[config.mk]
export PLATFORM = sky130hd
export DESIGN_NAME = uart_cmd_ctrl_flat
export DESIGN_NICKNAME = d
export VERILOG_FILES = /design/src/rtl/uart_cmd_pkg.sv /design/src/rtl/uart_cmd_ctrl_if.sv /design/src/rtl/uart_cmd_timer.sv /design/src/rtl/uart_cmd_ctrl.sv /design/src/flat_wrapper.sv
export SDC_FILE = /design/constraint.sdc
export NUM_CORES = 1
export LEC_CHECK = 0
export CAP_MARGIN = 10
export CORE_MARGIN = 1.5
export CORE_UTILIZATION = 45
export DETAILED_ROUTE_END_ITERATION = 7
export PLACE_DENSITY = 0.71
export RECOVER_POWER = 25
export SETUP_SLACK_MARGIN = 0.2
export SYNTH_ARGS = -nofsm -noshare
export SYNTH_HDL_FRONTEND = slang
export SYNTH_HIERARCHICAL = 1
export SYNTH_SLANG_ARGS = --single-unit
[constraint.sdc]
create_clock -name Clk -period 3.2 [get_ports Clk]
set_input_delay 0.32 -clock Clk [delete_from_list [all_inputs] [get_ports Clk]]
set_output_delay 0.32 -clock Clk [all_outputs]
set_load 0.1 [all_outputs]
[src/rtl/uart_cmd_pkg.sv]
// Shared types and constants for the UART command sequencer: packet framing,
// FSM state encoding and error codes reported on LastErr.
package uart_cmd_pkg;

  localparam logic [7:0] SYNC_BYTE = 8'hA5;
  localparam int         PKT_LEN   = 5;

  // One state per packet byte plus the write phase.
  typedef enum logic [$clog2(PKT_LEN + 1)-1:0] {
    ST_IDLE  = 3'd0,
    ST_ADDR  = 3'd1,
    ST_DHI   = 3'd2,
    ST_DLO   = 3'd3,
    ST_CHK   = 3'd4,
    ST_WRITE = 3'd5
  } state_e;

  typedef enum logic [2:0] {
    ERR_NONE         = 3'd0,
    ERR_CHECKSUM     = 3'd1,
    ERR_FRAMING      = 3'd2,
    ERR_BYTE_TIMEOUT = 3'd3,
    ERR_OVERRUN      = 3'd4,
    ERR_WR_TIMEOUT   = 3'd5
  } err_code_e;

  function automatic logic [7:0] sat_inc8(input logic [7:0] v);
    return (v == 8'hFF) ? v : v + 8'd1;
  endfunction

endpackage

[src/rtl/uart_cmd_ctrl_if.sv]
// Byte-in / register-write-out bundle of the command sequencer, plus a debug
// view of the FSM state.
interface uart_cmd_ctrl_if;
  import uart_cmd_pkg::*;

  // RxValid is a one-cycle strobe with no back-pressure: RxData/RxFrameErr are
  // only meaningful while it is high. WrReq is a request held high with
  // WrAddr/WrData frozen until the cycle WrAck is sampled high; WrAck seen
  // while WrReq is low has no effect.
  logic        RxValid;
  logic [7:0]  RxData;
  logic        RxFrameErr;
  logic        WrReq;
  logic [7:0]  WrAddr;
  logic [15:0] WrData;
  logic        WrAck;
  logic        Busy;
  logic [15:0] PktCount;
  logic [7:0]  ErrCount;
  logic [2:0]  LastErr;
  state_e      DbgState;

  modport master (
    input  RxValid, RxData, RxFrameErr, WrAck,
    output WrReq, WrAddr, WrData, Busy, PktCount, ErrCount, LastErr, DbgState
  );

  modport slave (
    output RxValid, RxData, RxFrameErr, WrAck,
    input  WrReq, WrAddr, WrData, Busy, PktCount, ErrCount, LastErr, DbgState
  );

endinterface

[src/rtl/uart_cmd_timer.sv]
// Idle-cycle watchdog: counts enabled cycles since the last clear and pulses
// expire_o for one cycle when TIMEOUT_CYCLES-1 is reached.
module uart_cmd_timer #(
  parameter int TIMEOUT_CYCLES = 100000
) (
  input  logic Clk,
  input  logic Reset,
  input  logic clr_i,
  input  logic en_i,
  output logic expire_o
);

  localparam int              W     = (TIMEOUT_CYCLES > 1) ? $clog2(TIMEOUT_CYCLES) : 1;
  localparam logic [W-1:0]    LIMIT = W'(TIMEOUT_CYCLES - 1);

  logic [W-1:0] cnt_q;

  assign expire_o = en_i && (cnt_q == LIMIT);

  // Restarting on expiry keeps the pulse one cycle wide even if clr_i is late.
  always_ff @(posedge Clk or posedge Reset) begin
    if (Reset) begin
      cnt_q <= '0;
    end else if (clr_i || expire_o) begin
      cnt_q <= '0;
    end else if (en_i) begin
      cnt_q <= cnt_q + W'(1);
    end
  end

endmodule

[src/rtl/uart_cmd_ctrl.sv]
// Frames received UART bytes into A5/ADDR/DHI/DLO/CHK packets, issues one
// register write per valid packet and counts/reports aborted packets.
module uart_cmd_ctrl
  import uart_cmd_pkg::*;
#(
  parameter int CLK_RATE       = 100000000,
  parameter int TIMEOUT_CYCLES = CLK_RATE / 1000
) (
  input  logic              Clk,
  input  logic              Reset,
  uart_cmd_ctrl_if.master   bus
);

  state_e      state_q;
  logic        busy_q;
  logic [7:0]  addr_q;
  logic [7:0]  dhi_q;
  logic [7:0]  dlo_q;
  logic        wr_req_q;
  logic [7:0]  wr_addr_q;
  logic [15:0] wr_data_q;
  logic [15:0] pkt_cnt_q;
  logic [7:0]  err_cnt_q;
  err_code_e   last_err_q;

  logic        tmr_clr_d;
  logic        tmr_en_d;
  logic        tmr_expire;
  logic [7:0]  chk_exp_d;

  // Every transition is caused by a byte, an expiry or a completed write, so
  // clearing on those three covers "cleared on state entry" as well.
  assign tmr_clr_d = bus.RxValid || tmr_expire || (wr_req_q && bus.WrAck);
  assign tmr_en_d  = (state_q != ST_IDLE);
  assign chk_exp_d = addr_q ^ dhi_q ^ dlo_q;

  uart_cmd_timer #(
    .TIMEOUT_CYCLES (TIMEOUT_CYCLES)
  ) u_timer (
    .Clk      (Clk),
    .Reset    (Reset),
    .clr_i    (tmr_clr_d),
    .en_i     (tmr_en_d),
    .expire_o (tmr_expire)
  );

  always_ff @(posedge Clk or posedge Reset) begin
    if (Reset) begin
      state_q    <= ST_IDLE;
      busy_q     <= 1'b0;
      addr_q     <= '0;
      dhi_q      <= '0;
      dlo_q      <= '0;
      wr_req_q   <= 1'b0;
      wr_addr_q  <= '0;
      wr_data_q  <= '0;
      pkt_cnt_q  <= '0;
      err_cnt_q  <= '0;
      last_err_q <= ERR_NONE;
    end else begin
      case (state_q)
        ST_IDLE: begin
          if (bus.RxValid) begin
            if (bus.RxFrameErr) begin
              err_cnt_q  <= sat_inc8(err_cnt_q);
              last_err_q <= ERR_FRAMING;
            end else if (bus.RxData == SYNC_BYTE) begin
              state_q <= ST_ADDR;
              busy_q  <= 1'b1;
            end
          end
        end

        ST_ADDR, ST_DHI, ST_DLO, ST_CHK: begin
          if (bus.RxValid) begin
            if (bus.RxFrameErr) begin
              state_q    <= ST_IDLE;
              busy_q     <= 1'b0;
              err_cnt_q  <= sat_inc8(err_cnt_q);
              last_err_q <= ERR_FRAMING;
            end else begin
              case (state_q)
                ST_ADDR: begin
                  addr_q  <= bus.RxData;
                  state_q <= ST_DHI;
                end
                ST_DHI: begin
                  dhi_q   <= bus.RxData;
                  state_q <= ST_DLO;
                end
                ST_DLO: begin
                  dlo_q   <= bus.RxData;
                  state_q <= ST_CHK;
                end
                default: begin
                  if (bus.RxData == chk_exp_d) begin
                    state_q   <= ST_WRITE;
                    wr_req_q  <= 1'b1;
                    wr_addr_q <= addr_q;
                    wr_data_q <= {dhi_q, dlo_q};
                  end else begin
                    state_q    <= ST_IDLE;
                    busy_q     <= 1'b0;
                    err_cnt_q  <= sat_inc8(err_cnt_q);
                    last_err_q <= ERR_CHECKSUM;
                  end
                end
              endcase
            end
          end else if (tmr_expire) begin
            state_q    <= ST_IDLE;
            busy_q     <= 1'b0;
            err_cnt_q  <= sat_inc8(err_cnt_q);
            last_err_q <= ERR_BYTE_TIMEOUT;
          end
        end

        ST_WRITE: begin
          // A byte here is lost but never cancels the pending write.
          if (bus.RxValid) begin
            err_cnt_q  <= sat_inc8(err_cnt_q);
            last_err_q <= ERR_OVERRUN;
          end
          if (bus.WrAck) begin
            state_q   <= ST_IDLE;
            busy_q    <= 1'b0;
            wr_req_q  <= 1'b0;
            pkt_cnt_q <= pkt_cnt_q + 16'd1;
          end else if (tmr_expire && !bus.RxValid) begin
            state_q    <= ST_IDLE;
            busy_q     <= 1'b0;
            wr_req_q   <= 1'b0;
            err_cnt_q  <= sat_inc8(err_cnt_q);
            last_err_q <= ERR_WR_TIMEOUT;
          end
        end

        default: begin
          state_q  <= ST_IDLE;
          busy_q   <= 1'b0;
          wr_req_q <= 1'b0;
        end
      endcase
    end
  end

  assign bus.WrReq    = wr_req_q;
  assign bus.WrAddr   = wr_addr_q;
  assign bus.WrData   = wr_data_q;
  assign bus.Busy     = busy_q;
  assign bus.PktCount = pkt_cnt_q;
  assign bus.ErrCount = err_cnt_q;
  assign bus.LastErr  = last_err_q;
  assign bus.DbgState = state_q;

endmodule

[src/flat_wrapper.sv]
// flat-port wrapper written by rule: the top's interface ports become plain ports
module uart_cmd_ctrl_flat import uart_cmd_pkg::*;
#(
  parameter int CLK_RATE       = 100000000,
  parameter int TIMEOUT_CYCLES = CLK_RATE / 1000
)
  (Clk, Reset, bus_RxValid, bus_RxData, bus_RxFrameErr, bus_WrAck, bus_WrReq, bus_WrAddr, bus_WrData, bus_Busy, bus_PktCount, bus_ErrCount, bus_LastErr, bus_DbgState);
  uart_cmd_ctrl_if bus_i ();
  input  logic Clk;
  input  logic Reset;
  input wire logic [$bits(bus_i.RxValid)-1:0] bus_RxValid;
  input wire logic [$bits(bus_i.RxData)-1:0] bus_RxData;
  input wire logic [$bits(bus_i.RxFrameErr)-1:0] bus_RxFrameErr;
  input wire logic [$bits(bus_i.WrAck)-1:0] bus_WrAck;
  output wire logic [$bits(bus_i.WrReq)-1:0] bus_WrReq;
  output wire logic [$bits(bus_i.WrAddr)-1:0] bus_WrAddr;
  output wire logic [$bits(bus_i.WrData)-1:0] bus_WrData;
  output wire logic [$bits(bus_i.Busy)-1:0] bus_Busy;
  output wire logic [$bits(bus_i.PktCount)-1:0] bus_PktCount;
  output wire logic [$bits(bus_i.ErrCount)-1:0] bus_ErrCount;
  output wire logic [$bits(bus_i.LastErr)-1:0] bus_LastErr;
  output wire logic [$bits(bus_i.DbgState)-1:0] bus_DbgState;
  assign bus_i.RxValid = bus_RxValid;
  assign bus_i.RxData = bus_RxData;
  assign bus_i.RxFrameErr = bus_RxFrameErr;
  assign bus_i.WrAck = bus_WrAck;
  assign bus_WrReq = bus_i.WrReq;
  assign bus_WrAddr = bus_i.WrAddr;
  assign bus_WrData = bus_i.WrData;
  assign bus_Busy = bus_i.Busy;
  assign bus_PktCount = bus_i.PktCount;
  assign bus_ErrCount = bus_i.ErrCount;
  assign bus_LastErr = bus_i.LastErr;
  assign bus_DbgState = bus_i.DbgState;
  uart_cmd_ctrl #(.CLK_RATE(CLK_RATE), .TIMEOUT_CYCLES(TIMEOUT_CYCLES)) u_core (.Clk(Clk), .Reset(Reset), .bus(bus_i));
endmodule
==> summary.md, run 1 <==
| Metric | Value |
|---|---|
| Remaining DRCs | `0` |
| Flops & latches, synth | `97` |
| Async S/R FF share, synth | `1.00` |
| CTS clk-pin slew, worst paths | `0.09 ns` |
| DP HPWL | `6550 um` |
| Sum Neg Setup Slack | `0 ns` |
| I/O pin count | `between 60 and 70` |
| Drt via density | `5.29` |
| Top-area cell type share of the netlist area | `0.513` |
| Antenna Cells | `0` |
| Critical-path cell list | `or3_1 -> and2_4 -> nand4b_1 -> nor4_4 -> a21o_1 -> a21oi_1 -> a211o_1 -> nor3_2 -> nand2_1 -> mux2_2` |
| Post-synthesis cell area | `approximately 4700 um^2` |
| Sw Pwr | `1.79 mW` |
| Hold Fails Final Rpt | `0` |
| Die span in y | `105 um` |
| NumNets Final | `490` |
| Worst-case vdd ir drop | `0.000600 V` |
| Post-synth net total | `414` |
| Commonest register cell after synthesis | `dfrtp_1` |
| Initial Util | `0.460` |
| Most common cell after layout, fill and taps aside | `dfrtp_1` |
| Avg Cell Area, Syn | `11.9 um^2` |
| Status | `finished with violations` |
| Cell Pwr Density | `around 740 nW/um^2` |
| TritonRoute pass-1 iters | `4` |
| HP Class | `in -> async` |
| Switch share | `0.419` |
| WP data arrival | `around 3.0 ns` |
| GRT Resource Usage Total | `0.178` |
| CTS buffer count | `9` |
| Tmin final | `2.72 ns` |
| Postcts setup bufs | `0` |
| Max Clk Rate | `368 MHz` |
| Fin. max-slew vios | `77` |
| CP endpoint kind | `flop` |
| Crit path max-delay cell type | `nor4_4` |
| Violated checks | `capacitance limit, slew limit` |
| Clock Power Share | `0.191` |
| Most frequent cells in the layout | `94 x dfrtp_1, 64 x clkdlybuf4s50_1, 37 x xnor2_1, 32 x mux2_2, 30 x nor2_1` |
| CTS tree | `yes` |
| Leakage | `2.59 nW` |
| Startpoint Class | `flop` |
| Critical path peak fanout | `11` |
| Longest Clk Path Bufs | `2` |
| Area growth syn-to-layout | `22.7%` |
| EDFF count, synth | `0` |
| Worst slew margin | `-0.234` |
| FF-to-FF setup slack | `0.48 ns` |
| H-tree depth | `3` |
| Synth Area in Compound Gates | `0.0540` |
| Die ar. | `11100 um^2` |
| Largest net degree at the start of global routing | `just under 80` |
| Worst r2r src | `u_core/bus.DbgState[0]` |
| Clk root buf | `clkbuf_8` |
| DRT iter0 DRCs | `152` |
| Hold buffer count at CTS | `0` |
| Buffers on Ports | `68` |
| Routed Wire Length | `around 9400 um` |
| Grt total ovfl | `0` |
| CTS Sinks | `97` |
| MaxCap Viol Count | `1` |
| Final Util | `0.564` |
| Required time worst endpoint | `3.45 ns` |
| Post-CTS sizing | `0` |
| Critical path's largest stage delay | `0.48 ns` |
| Post-Synth XOR/XNOR Area | `0.107` |
| Fraction of synthesized area in multiplexers | `0.139` |
| Vias in the first global route | `~3.2k` |
| Initial antenna violation count | `0` |
| Worst slew pin tran | `1.85 ns` |
| Worst skew pair latency | `0.36 ns` |
| RSZ-0062 raised after global routing | `false` |
| Dominant cells by area after synthesis | `dfrtp_1 51%, mux2_2 7.6%, xnor2_1 6.9%` |
| Main combinational cell family by area after synthesis | `simple AND/OR/NAND/NOR gates` |
| Global placer's final weighted congestion | `0.794` |
| FP Rows | `37` |
| Share of cells above drive strength 1 | `0.209` |
| Final setup vio count | `0` |
| CP Class | `reg -> reg` |
| Sequential cell fraction of total power | `0.402` |
| Ys Warns | `6` |
| Internal Pwr Total | `2.48 mW` |
| Fin crit share | `0.850` |
| CORE AREA | `10300 um^2` |
| DRT antenna net count | `0` |
| First-pass GRT wire length | `between 15000 and 20000 um` |
| Clk_skew | `roughly 0.016 ns` |
| Share of the yosys chip area belonging to registers | `0.513` |
| Reg2reg end | `u_core/bus.ErrCount[1]` |
| Distinct cells, synth | `56` |
| Wire length per cell | `15.3 um` |
| Area leader, netlist | `dfrtp_1` |
| Register-to-Register Path Depth | `10` |
| Total number of vias | `3251` |
| Cells after synthesis | `398` |
| Comb power frac | `0.408` |
| Simple-gate portion of the synthesized area | `0.154` |
| Die X-Extent | `about 110 um` |
| Post-Synth Adder-Cell Area | `0.00794` |
[per-layer routing]
layer	vias to the layer above	global-route usage	wire length, um
met5	-	0	0
met4	0	0.0598	91
met3	8	0.0272	328
met2	71	0.276	4530
met1	1622	0.255	4490
li1	1550	-	-
[metrics by stage]
stage / worst slack (ns) / cell area (um^2) / total power, mW / std cells / hold slack [ns]
2_1_floorplan: 0.200 / 4780 / 3.09 / 398 / 0.246
3_3_place_gp: 0.424 / 5610 / 3.45 / 599 / 0.464
3_5_place_dp: 0.374 / 5610 / 3.49 / 599 / 0.466
4_1_cts: 0.484 / 5810 / 4.31 / 615 / 0.208
5_1_grt: 0.289 / 5800 / 4.50 / 615 / 0.347
6_report: 0.480 / 5800 / 4.27 / 615 / 0.340
[worst max path at each step]
stage,startpoint,endpoint
5_1_grt,Reset,u_core/bus.DbgState[0]
2_1_floorplan,u_core/bus.DbgState[0],u_core/bus.ErrCount[5]
3_3_place_gp,bus_RxData[7],u_core/bus.WrAddr[2]
3_5_place_dp,bus_RxData[7],u_core/bus.WrData[13]
6_report,u_core/bus.DbgState[0],u_core/bus.ErrCount[1]
4_1_cts,u_core/bus.DbgState[0],u_core/bus.ErrCount[1]
[cell families (layout without fill, tap and decap cells)]
kind of cell    Yosys count  in the layout
fa+ha+maj                 3              3
compound gates           37             37
simple gates            128            128
mux                      52             52
buf+inv                  23            104
flops                    97             97
xor+xnor                 58             58
[final cells by class]
| class | instances | area [um^2] |
|---|---|---|
| multi-input cells | 278 | 2220 |
| fillers | 908 | 4480 |
| flip-flops and latches | 97 | 2430 |
| inverters | 11 | 41.3 |
| clock inverters | 6 | 72.6 |
| repair buffers | 77 | 738 |
| clock buffers | 10 | 128 |
| well taps | 136 | 170 |
[power groups by stage]
stage	Clock [mW]	Combinational (mW)	Sequential (mW)
finish	0.815	1.74	1.71
global route	0.892	1.85	1.76
CTS	0.840	1.76	1.72
detailed placement	0	1.75	1.74
global placement	0	1.72	1.73
floorplan	0	0.824	2.27
[flip-flops by register name, summed over array words and instances, names as in the netlist]
register and count:
u_core/bus.WrAddr 8, u_core/bus.WrReq 1, u_core/addr_q 8, u_core/bus.Busy 1
u_core/bus.LastErr 3, u_core/bus.DbgState 3, u_core/bus.WrData 16, u_core/dlo_q 8
u_core/dhi_q 8, u_core/bus.ErrCount 8, u_core/bus.PktCount 16, u_core/u_timer/cnt_q 17
[synth_stat cells (3+ instances only)]
cell       n
a21oi_1   14
and3_1     8
and4_1     5
buf_2      3
buf_6      3
clkbuf_1   3
dfrtp_1   97
ha_1       3
inv_1     11
mux2_2    32
mux2_4    19
nand2_1   25
nand2b_1   3
nand3_1   19
nand4_1    5
nor2_1    30
nor3_1     7
o21ai_0    5
or3_1      3
xnor2_1   37
xor2_1    21
[worst max-delay path, delay by kind of cell, from the launching register on]
family             cells  cell delay, ns
muxes                  1            0.28
and+or+nand+nor        6            1.40
AOI/OAI and AO/OA      3            0.47
DFF                    1            0.47
Note: power is estimated with default switching activity, not from simulation.
==> run 2: changes to the inputs <==
--- a/config.mk
+++ b/config.mk
@@ -7,12 +7,13 @@
 export LEC_CHECK = 0
 export CAP_MARGIN = 10
 export CORE_MARGIN = 1.5
-export CORE_UTILIZATION = 45
+export CORE_UTILIZATION = 49
 export DETAILED_ROUTE_END_ITERATION = 7
-export PLACE_DENSITY = 0.71
+export PLACE_DENSITY = 0.76
 export RECOVER_POWER = 25
 export SETUP_SLACK_MARGIN = 0.2
 export SYNTH_ARGS = -nofsm -noshare
 export SYNTH_HDL_FRONTEND = slang
 export SYNTH_HIERARCHICAL = 1
 export SYNTH_SLANG_ARGS = --single-unit
+export TNS_END_PERCENT = 50
==> run 2 against run 1 <==
The flow still finishes with violations (capacitance limit, slew limit). Largest power group unchanged. Via count grew 0.71%. Critical path type unchanged. Critical endpoint unchanged. First-iteration DRC count grew 51%. Sequential share of layout area down 0.054 points. Clock-buffer cell count shrank 1.
==> summary.md, run 2 (synthesis gave the netlist of run 1 again) <==
| Metric | Value |
|---|---|
| NumNets Final | `490 (unchanged)` |
| Critical-path cell list | `or3_1 -> and2_4 -> nand4b_1 -> nor4_4 -> a21o_1 -> a21oi_1 -> a211o_1 -> nor3_2 -> nand2_1 -> mux2_2` |
| Clk root buf | `clkbuf_8` |
| Worst Hold Endpoint | `u_core/bus.PktCount[15]` |
| Register-to-Register Path Depth | `10 (unchanged)` |
| Leakage | `2.59 nW (-0.21%)` |
| WHS Path Cells | `1` |
| Buffers on Ports | `68 (unchanged)` |
| Largest net degree at the start of global routing | `51 (-34%)` |
| Final setup vio count | `0 (unchanged)` |
| CTS buffer count | `9 (unchanged)` |
| HP Class | `reg -> reg` |
| DRT iter0 DRCs | `229 (+51%)` |
| WP data arrival | `2.98 ns (about the same)` |
| First-pass GRT wire length | `15700 um (-0.57%)` |
| Critical path's largest stage delay | `0.54 ns (+0.06 ns)` |
| Antenna Cells | `0 (unchanged)` |
| FP Rows | `35 (-5.4%)` |
| Wire length per cell | `15.5 um (+0.96%)` |
| I/O pin count | `69 (unchanged)` |
| Grt total ovfl | `0 (unchanged)` |
| Final Util | `0.625 (+0.0612)` |
| Pre-CTS WS | `0.355 ns (-0.0184 ns)` |
| Drt via density | `5.39 (+2.0%)` |
| Postcts setup bufs | `0 (unchanged)` |
| Area growth syn-to-layout | `22.8%` |
| Vias in the first global route | `3249 (+2.9%)` |
| Most frequent cells in the layout | `94 x dfrtp_1, 65 x clkdlybuf4s50_1, 37 x xnor2_1, 32 x mux2_2, 30 x nor2_1` |
| Longest Clk Path Bufs | `2 (unchanged)` |
| Busiest grt layer | `met2` |
| Worst-case vdd ir drop | `0.000431 V (-28%)` |
| CTS tree | `yes` |
| DP HPWL | `6720 um (+2.5%)` |
| Worst slew pin tran | `2.21 ns (+0.357 ns)` |
| Tmin final | `2.75 ns (+0.0264 ns)` |
| Clk_skew | `0.0149 ns (-0.000708 ns)` |
| FF-to-FF setup slack | `0.45 ns (-0.03 ns)` |
| Die X-Extent | `101 um (-4.0%)` |
| Total number of vias | `3274 (+0.71%)` |
| CP endpoint kind | `flop` |
| Fin. max-slew vios | `50 (-35%)` |
| Remaining DRCs | `0 (unchanged)` |
| TritonRoute pass-1 iters | `4 (unchanged)` |
| Max FFs per register | `17 (unchanged)` |
| Hold buffer count at CTS | `0 (unchanged)` |
| Status | `finished with violations` |
| Startpoint Class | `flop` |
| Worst r2r src | `u_core/bus.DbgState[2]` |
| Crit path max-delay cell type | `dfrtp_2` |
| Fin worst setup slack | `0.454 ns (-0.0264 ns)` |
| CTS Sinks | `97 (unchanged)` |
| Max Clk Rate | `364 MHz (-0.96%)` |
| Cell Pwr Density | `733 nW/um^2 (-0.43%)` |
| H-tree depth | `3 (unchanged)` |
| Reg2reg end | `u_core/bus.ErrCount[1]` |
| Die ar. | `10200 um^2 (-7.9%)` |
| CP bufs+invs | `0 (unchanged)` |
| Critical path peak fanout | `15 (+4)` |
| Initial antenna violation count | `0 (unchanged)` |
| Met1 Track Usage GR | `0.276 (+0.0204)` |
| Share of cells above drive strength 1 | `0.209 (+0.000437)` |
| GRT met2 Usage | `0.305 (+0.0287)` |
| Met3 global-route usage | `0.0366 (+0.00937)` |
| MaxCap Viol Count | `1 (unchanged)` |
| CORE AREA | `9280 um^2 (-9.7%)` |
| CTS clk-pin slew, worst paths | `0.10 ns (about the same)` |
| DRT antenna net count | `0 (unchanged)` |
| Initial Util | `0.509 (+0.0492)` |
| Hold_sp | `u_core/bus.PktCount[15]` |
| Worst skew pair latency | `0.35 ns (about the same)` |
| GRT Resource Usage Total | `0.196 (+0.0182)` |
| Hold Fails Final Rpt | `0 (unchanged)` |
| Design area | `5810 um^2 (+0.13%)` |
| Most common cell after layout, fill and taps aside | `dfrtp_1` |
| Required time worst endpoint | `3.44 ns (about the same)` |
| Routed Wire Length | `9410 um (-0.35%)` |
| Post-CTS sizing | `0 (unchanged)` |
| Fin crit share | `0.858 (+0.00826)` |
| CP Class | `reg -> reg` |
| Hold slack | `0.475 ns (+0.136 ns)` |
| Die span in y | `101 um (-4.0%)` |
| Sum Neg Setup Slack | `0 ns (unchanged)` |
| Area post-placement | `5610 um^2 (about the same)` |
| Global placer's final weighted congestion | `0.868 (+9.3%)` |
| Worst slew margin | `-0.480 (-0.246)` |
| RSZ-0062 raised after global routing | `false` |
| Worst path top cell family by delay | `simple AND/OR/NAND/NOR gates` |
| Biggest register | `u_core/u_timer/cnt_q` |
| Violated checks | `capacitance limit, slew limit` |
run 2: routing by layer:
metal,vias up,part of all wire
met1,1622,0.48
met5,-,0
met3,14,0.039
met2,94,0.47
met4,0,0.016
li1,1544,-
run 2: how the worst max path moves through the flow:
| stage | slack (ns) | cells past startpoint | from | to |
|---|---|---|---|---|
| final | 0.45 | 10 | u_core/bus.DbgState[2] | u_core/bus.ErrCount[1] |
| after global placement | 0.39 | 7 | bus_RxData[1] | u_core/bus.WrData[9] |
| after CTS | 0.44 | 8 | u_core/bus.DbgState[2] | u_core/bus.ErrCount[1] |
| after floorplan | 0.20 | 13 | u_core/bus.DbgState[0] | u_core/bus.ErrCount[5] |
| after detailed placement | 0.36 | 7 | bus_RxData[1] | u_core/bus.WrData[10] |
| after global routing | 0.25 | 11 | u_core/bus.DbgState[2] | u_core/bus.ErrCount[7] |
run 2: stage by stage:
step | power (mW) | std cells
after floorplan | 3.09 | 398
after global placement | 3.46 | 592
after detailed placement | 3.51 | 592
after CTS | 4.30 | 607
after global routing | 4.49 | 607
final | 4.26 | 607
run 2: power breakdown:
part | internal (mW) | switching, mW
Sequential | 1.47 | 0.258
Combinational | 0.637 | 1.10
Clock | 0.368 | 0.419
Total | 2.48 | 1.78
run 2: layout make-up:
| cell class | count | area [um^2] |
|---|---|---|
| Multi-Input combinational cell | 278 | 2220 |
| Clock inverter | 6 | 73.8 |
| Sequential cell | 97 | 2430 |
| Timing Repair Buffer | 77 | 756 |
| Inverter | 11 | 42.5 |
| Clock buffer | 9 | 124 |
| Fill cell | 775 | 3480 |
| Tap cell | 129 | 161 |
==> run 3: changes to the inputs <==
--- a/config.mk
+++ b/config.mk
@@ -5,11 +5,11 @@
 export SDC_FILE = /design/constraint.sdc
 export NUM_CORES = 1
 export LEC_CHECK = 0
-export CAP_MARGIN = 10
+export CAP_MARGIN = 25
 export CORE_MARGIN = 1.5
-export CORE_UTILIZATION = 49
+export CORE_UTILIZATION = 45
 export DETAILED_ROUTE_END_ITERATION = 7
-export PLACE_DENSITY = 0.76
+export PLACE_DENSITY = 0.71
 export RECOVER_POWER = 25
 export SETUP_SLACK_MARGIN = 0.2
 export SYNTH_ARGS = -nofsm -noshare
==> results of run 3 <==
No change in the layout: final DEF, timing and power equal those of run 1.
